===== src/rtl/pcie_write_queue.sv =====
// Tags core write messages with their thread ID and queues them for the PCIe RAM writer.
// Latency: a push is at the head the next cycle; wr_enable is combinational from the head.
// Backpressure: req_ready drops when full; issue waits for wr_ready and the post-issue holdoff cycle.
module pcie_write_queue #(
    parameter int DEPTH   = 4,
    parameter int NTHREAD = 8,
    parameter int TID_W   = 3,
    parameter int TID_LSB = 102
) (
    input  logic                     clk,
    input  logic                     rst,
    input  logic                     req_valid,
    input  logic [TID_W-1:0]         req_thread,
    input  logic [127:0]             req_data,
    output logic                     req_ready,
    output logic [127:0]             wr_data,
    output logic                     wr_enable,
    input  logic                     wr_ready,
    output logic [NTHREAD-1:0]       thread_pending,
    output logic [$clog2(DEPTH):0]   occupancy,
    output logic                     overflow
);

    localparam int PTR_W = $clog2(DEPTH);
    localparam int OCC_W = PTR_W + 1;
    localparam logic [OCC_W-1:0] DEPTH_OCC = OCC_W'(DEPTH);

    logic [127:0]       mem_q [DEPTH];
    logic [PTR_W-1:0]   wr_ptr_q;
    logic [PTR_W-1:0]   rd_ptr_q;
    logic [OCC_W-1:0]   occ_q;
    logic [OCC_W-1:0]   occ_d;
    logic               holdoff_q;
    logic               overflow_q;

    logic               push;
    logic               pop;
    logic [127:0]       push_dat;
    logic [127:0]       head_dat;
    logic [TID_W-1:0]   head_tid;

    // Ready and issue decisions come from registered state only, so a push
    // can never be issued in the cycle it arrives.
    assign req_ready = (occ_q < DEPTH_OCC);
    assign push      = req_valid & req_ready;
    assign pop       = (occ_q != '0) & wr_ready & ~holdoff_q;
    assign wr_enable = pop;
    assign head_dat  = mem_q[rd_ptr_q];
    assign head_tid  = head_dat[TID_LSB +: TID_W];
    assign wr_data   = pop ? head_dat : '0;
    assign occupancy = occ_q;
    assign overflow  = overflow_q;

    // Stored entry: payload with the thread ID spliced in; bit 127 left for the writer.
    always_comb begin
        push_dat                      = req_data;
        push_dat[TID_LSB +: TID_W]    = req_thread;
    end

    // Entry count: simultaneous push and pop leave it unchanged.
    always_comb begin
        occ_d = occ_q;
        if (push && !pop) begin
            occ_d = occ_q + 1'b1;
        end else if (pop && !push) begin
            occ_d = occ_q - 1'b1;
        end
    end

    // Pointers, occupancy, holdoff after each issue, and sticky overflow.
    always_ff @(posedge clk) begin
        if (rst) begin
            wr_ptr_q   <= '0;
            rd_ptr_q   <= '0;
            occ_q      <= '0;
            holdoff_q  <= 1'b0;
            overflow_q <= 1'b0;
        end else begin
            if (push) begin
                wr_ptr_q <= wr_ptr_q + 1'b1;
            end
            if (pop) begin
                rd_ptr_q <= rd_ptr_q + 1'b1;
            end
            occ_q     <= occ_d;
            // Writer ready lags enable by one cycle, so never pulse twice in a row.
            holdoff_q <= pop;
            if (req_valid && !req_ready) begin
                overflow_q <= 1'b1;
            end
        end
    end

    // Entry storage; contents are only meaningful between the pointers.
    always_ff @(posedge clk) begin
        if (push) begin
            mem_q[wr_ptr_q] <= push_dat;
        end
    end

    // Per-thread entry counters drive the pending flags.
    for (genvar t = 0; t < NTHREAD; t++) begin : g_thr
        logic [OCC_W-1:0] cnt_q;
        logic             inc;
        logic             dec;

        assign inc = push && (req_thread == TID_W'(t));
        assign dec = pop && (head_tid == TID_W'(t));

        // Count this thread's entries; push and pop together cancel out.
        always_ff @(posedge clk) begin
            if (rst) begin
                cnt_q <= '0;
            end else if (inc && !dec) begin
                cnt_q <= cnt_q + 1'b1;
            end else if (dec && !inc) begin
                cnt_q <= cnt_q - 1'b1;
            end
        end

        assign thread_pending[t] = (cnt_q != '0);
    end

endmodule


===== config.mk =====
export PLATFORM = sky130hd
export DESIGN_NAME = pcie_write_queue
export DESIGN_NICKNAME = d
export VERILOG_FILES = /design/src/rtl/pcie_write_queue.sv
export SDC_FILE = /design/constraint.sdc
export NUM_CORES = 1
export LEC_CHECK = 0
export BUFFER_PORTS_ARGS = -buffer_cell sky130_fd_sc_hd__buf_2
export CAP_MARGIN = 25
export CORE_MARGIN = 5
export CORE_UTILIZATION = 60
export CTS_CLUSTER_DIAMETER = 40
export DETAILED_ROUTE_END_ITERATION = 10
export PLACE_DENSITY_LB_ADDON = 0.1
export SETUP_SLACK_MARGIN = 0.2
export SLEW_MARGIN = 20
export SYNTH_ARGS = -nofsm -noshare
export SYNTH_HDL_FRONTEND = slang
export SYNTH_SLANG_ARGS = --single-unit

===== constraint.sdc =====
create_clock -name clk -period 12.9 [get_ports clk]
set_clock_uncertainty 0.15 [all_clocks]
set_input_delay 1.935 -clock clk [delete_from_list [all_inputs] [get_ports clk]]
set_output_delay 1.935 -clock clk [all_outputs]
set_load 0.02 [all_outputs]

== Word-level counts from Yosys, hierarchy flattened ==
Memories as Yosys holds them, arrays and structs flattened. A register that Yosys moved wholly into a read port is not among the register bits.
Index checks and enable logic that the tools add are counted.
Word-level totals
  output and inout bits: 142
  bits of input ports: 135
  RAM bits: 512
  logic and storage cells: 150
  memories kept: 1
  register bits: 33
Memory list
  mem_q: words 4, bits a word 128, rd ports 1, clocked after memory_dff 1, wr ports 1, RTL line 28  | logic [127:0] mem_q [DEPTH];
Operators by class
  add/subtract/negate cells: 20
  reduce and logical (&&, ||, !) cells: 74
  bitwise logic cells: 4
  mux-type cells: 23
  order comparisons: 1
  eq/ne operators: 14
Operators with widths (count)
  128-bit two-way mux: 1
  3-bit two-way mux: 18
  1-bit logical AND: 35
  3-bit by 1-bit adder with 3-bit output, second input constant: 9
  3-bit nonzero test: 9
  3-bit by 1-bit subtractor with 3-bit output, second input constant: 9
  3-bit == test, second input constant: 8
  1-bit logical NOT: 19
  2-bit nonzero test: 9
  3-bit by 2-bit == test with 1-bit output, second input constant: 4
  3-bit by 1-bit == test with 1-bit output, second input constant: 2
  3-bit logical NOT: 2
  2-bit by 1-bit adder with 2-bit output, second input constant: 2
  2-bit two-way mux: 2
  1-bit AND: 3
  3-bit < comparator, second input constant: 1
  1-bit two-way mux: 2
  1-bit NOT: 1

== Depth between registers and ports, before layout ==
  word-level depth: 7
  mapped depth: 10
  gate-level depth less buffers: 10

== Least setup slack after synthesis ==
OpenSTA, ideal clock, no wires.
  path type: input -> register
  start: input port req_valid
  end: memory mem_q[0][0] (enable)
  buffers on the path: 0
  arrival: 5.159 ns
  stages on the path: 3
  slack: 7.089 ns
  library setup time: 0.503 ns
  required time: 12.247 ns
  cell sequence: nand2b_1 > clkinv_1 > and2_1
Between the ends
  cells in the longest elaborated chain, start to end: 3
Ends and longest elaborated chain
  from (decl): RTL line 12  | input logic req_valid,
  1-bit AND: RTL line 45  | assign push = req_valid & req_ready;
  net push: RTL line 36  | logic push;
  1-bit two-way mux: RTL line 96  | if (push) begin
  1-bit two-way mux (not written as such): RTL line 97  | mem_q[wr_ptr_q] <= push_dat;
  to (decl): RTL line 28
The timed path passes the listed nets, and every way through them passes these cells.

== Worst setup path after layout ==
  start: input port wr_ready
  end: output port wr_data[29]
Between the ends
  cells in the longest elaborated chain, start to end: 3
Ends and longest elaborated chain
  from (decl): RTL line 18  | input logic wr_ready,
  1-bit AND (2 in a row): RTL line 46  | assign pop = (occ_q != '0) & wr_ready & ~holdoff_q;
  128-bit two-way mux: RTL line 50  | assign wr_data = pop ? head_dat : '0;
  to (decl): RTL line 16  | output logic [127:0] wr_data,
No other way between the ends.

==> out/metrics.csv <==
stage;metric;value;unit
timing;Max Fclk;168;MHz
clock_tree;total CTS buffers;58;
route;drt first pass iters;4;
setup_path;worst path required time;10.81;ns
pwr;LEAKAGE;0.00883;uW
clock_tree;CTS Hold Bufs;0;
outcome;status;finished, final reports clean;
floorplan;Initial Utilization;0.611;
global_route;vias in the first global route;11000;
placement;Placer Congestion;0.722;
setup_path;CP max-delay cell;buf_4;
layout;layout cells sized above 1;0.375;
timing;worst setup margin;6.95;ns
setup_path;FF-to-FF setup slack;8.53;ns
timing;worst-case hold slack;0.325;ns
floorplan;io pins;277;
layout;P&R area growth vs syn;18.0;%
layout;Post-Layout Inst Area;25000;um2
floorplan;Die Height;198;um
setup_path;max incr delay on CP;0.60;ns
min_path;Worst Hold Depth;2;
clock_tree;Clock Path Buffers;3;
synthesis;Yosys cell types;32;
setup_path;Crit Path Class;in2out;
synthesis;flop and latch count out of synthesis;547;
route;DRC errors left;0;
synthesis;largest cells by area after synthesis;edfxtp_1 (73%), mux4_2 (14%), and2_1 (3.9%);
synthesis;top cell type's share of synthesized area;0.725;
min_path;HP Class;reg2reg;
synthesis;most common cell in the synthesized netlist;edfxtp_1;
clock_tree;CTS resizes;0;
synthesis;Post-synth EDFFs;512;
synthesis;Syn Area/Cell;20.9;um2
synthesis;Synth Warn #;0;
synthesis;Post-Synthesis Cells;1014;
route;Via density;5.68;
global_route;total gr overflow;0;
placement;port bufs;273;
setup_path;Worst path most repeated cell;buf_2;
min_path;Hold Path Sink;overflow$_SDFFE_PP0P_;
synthesis;dominant cell type by area after synthesis;edfxtp_1;
route;vias;10400;
timing;Max Slew Vio Count;0;
layout;Layout fillers;2145;
synthesis;post-synthesis sequential area ratio;0.759;
placement;DP HPWL;24100;um
floorplan;die area;39200;um2
synthesis;Synth top cells by count;edfxtp_1 (512), and2_1 (132), mux4_2 (128);
global_route;largest net degree at the start of global routing;72;
timing;period utilization;0.462;
clock_tree;clk_lat worst skew;0.59;ns
clock_tree;Setup Fix Bufs, Post-CTS;0;
timing;minimum clock period;5.95;ns
pwr;Power Total;4950;uW
setup_path;Worst EP arrival;3.87;ns
timing;Setup TNS;0;ns
placement;pre-CTS setup slack;6.33;ns
route;Iter 0 DRT Violations;576;
clock_tree;CTS tree;built;
synthesis;main flop type after synthesis;edfxtp_1;
timing;# setup viols final;0;
global_route;initial antenna violation count;13;
floorplan;Cell Rows;68;
setup_path;R2R Path End;g_thr[5].cnt_q[2]$_SDFFE_PP0P_;
timing;Max transition margin;0.321;
timing;Slew @ Worst Pin;1.02;ns
clock_tree;H-tree Lvls;2;
pwr;PD cells;198;nW/um2
layout;final net count;1471;
floorplan;die extent in x;198;um
placement;Placed Area;23000;um2
pwr;Worst VDD drop;0.167;mV
setup_path;worst-path cell chain;buf_2, nand2b_1, or2_4, inv_2, buf_4, and2_1, buf_2;
timing;RSZ-0062 raised after global routing;false;
setup_path;nature of the critical path endpoint;output port;
flow_run;max-cap viol count;0;
global_route;All-Layer GR Usage;0.213;
synthesis;syn_nets;1171;
global_route;first-pass GRT wire length;63300;um
setup_path;CP Max Fanout;71;
setup_path;R2R cell count;11;
route;final WL;41100;um
route;wire per inst;22.5;um
setup_path;type of origin of the critical path;input pin;
clock_tree;CTS sink count;547;
floorplan;Core ar.;34700;um2
synthesis;Async SR Flop Fraction;0;
clock_tree;clk slew on worst S/H paths;0.06;ns
route;remaining antenna violation count;0;
synthesis;mapped cell area;21200;um2
timing;final hold viol count;0;
clock_tree;Root Buffer;clkbuf_16;
min_path;Hold Crit Start;overflow$_SDFFE_PP0P_;
power breakdown:
| group | internal, uW | total [uW] | switching (uW) |
|---|---|---|---|
| clock | 989 | 1650 | 656 |
| combinational | 473 | 1090 | 613 |
| sequential | 2160 | 2220 | 65.7 |
| total | 3620 | 4950 | 1340 |
sequential cells by signal, summed over array words and instances (netlist names), named ones only:
name	count
g_thr.cnt_q	24
holdoff_q	1
mem_q	512
occupancy	3
overflow	1
rd_ptr_q	2
wr_ptr_q	2
worst max-delay path: cells and delay by family:
kind / cells / cell delay, ns
buf+inv: 4 / 1.12
simple gates: 3 / 0.77
layout make-up:
cell class	count	area, um2	share of cell area
Inverter	15	56.3	0.00225
Timing Repair Buffer	286	1540	0.0614
Multi-Input combinational cell	406	4820	0.193
Antenna cell	7	17.5	0.000700
Clock inverter	33	349	0.0140
Clock buffer	76	1580	0.0633
Sequential cell	547	16100	0.643
Tap cell	455	569	0.0228
routing by layer:
metal / wire length, um / up-vias / share of wire / GRT usage
li1: - / 4657 / - / -
met1: 16100 / 5311 / 0.39 / 0.281
met2: 20700 / 303 / 0.50 / 0.349
met3: 3340 / 71 / 0.081 / 0.0655
met4: 848 / 18 / 0.021 / 0.0610
met5: 115 / - / 0.0028 / 0
cells in the final DEF (no fill, tap or decap), types with 2 or more instances in the layout:
master and n:
dfxtp_4 2, xor2_1 18, clkbuf_16 61, nor3_1 4, mux4_2 128, diode_2 7, nand2b_1 4, clkbuf_1 15
inv_6 6, a21oi_1 14, and2_1 128, clkinv_1 9, ha_1 13, buf_2 273, clkinvlp_4 4, fa_1 9
and2_4 4, clkinv_4 3, or3_1 18, edfxtp_1 512, buf_4 9, nand2_1 12, bufinv_16 6, o21ai_0 10
inv_1 13, buf_16 3, nor2_1 25, nor2b_1 2, mux2i_1 9, clkinv_2 6, dfxtp_1 33
through the flow:
stage,utilization,instances
5_1_grt,0.720,1820
6_report,0.720,1825
2_1_floorplan,-,1014
4_1_cts,0.717,1814
3_3_place_gp,0.661,1705
3_5_place_dp,0.661,1705
worst max-delay path by stage:
stage,from,end,slack (ns),cells past startpoint
global route,wr_ready,wr_data[10],6.80,7
CTS,wr_ready,wr_data[98],6.31,7
finish,wr_ready,wr_data[29],6.95,7
floorplan,req_valid,mem_q[0][0]$_DFFE_PP_,7.09,3
detailed placement,wr_ready,wr_data[5],6.33,7
global placement,wr_ready,wr_data[30],6.29,7
cells by family after synthesis:
| logic type | count (synthesis) | synth area share |
|---|---|---|
| adders and majority gates | 22 | 0.0162 |
| buffers and inverters | 61 | 0.0147 |
| and+or+nand+nor | 203 | 0.0564 |
| DFF | 547 | 0.759 |
| AOI/OAI and AO/OA | 25 | 0.00602 |
| xor gates and xnor gates | 19 | 0.00785 |
| muxes | 137 | 0.140 |
Power figures use the tool's default switching activity.
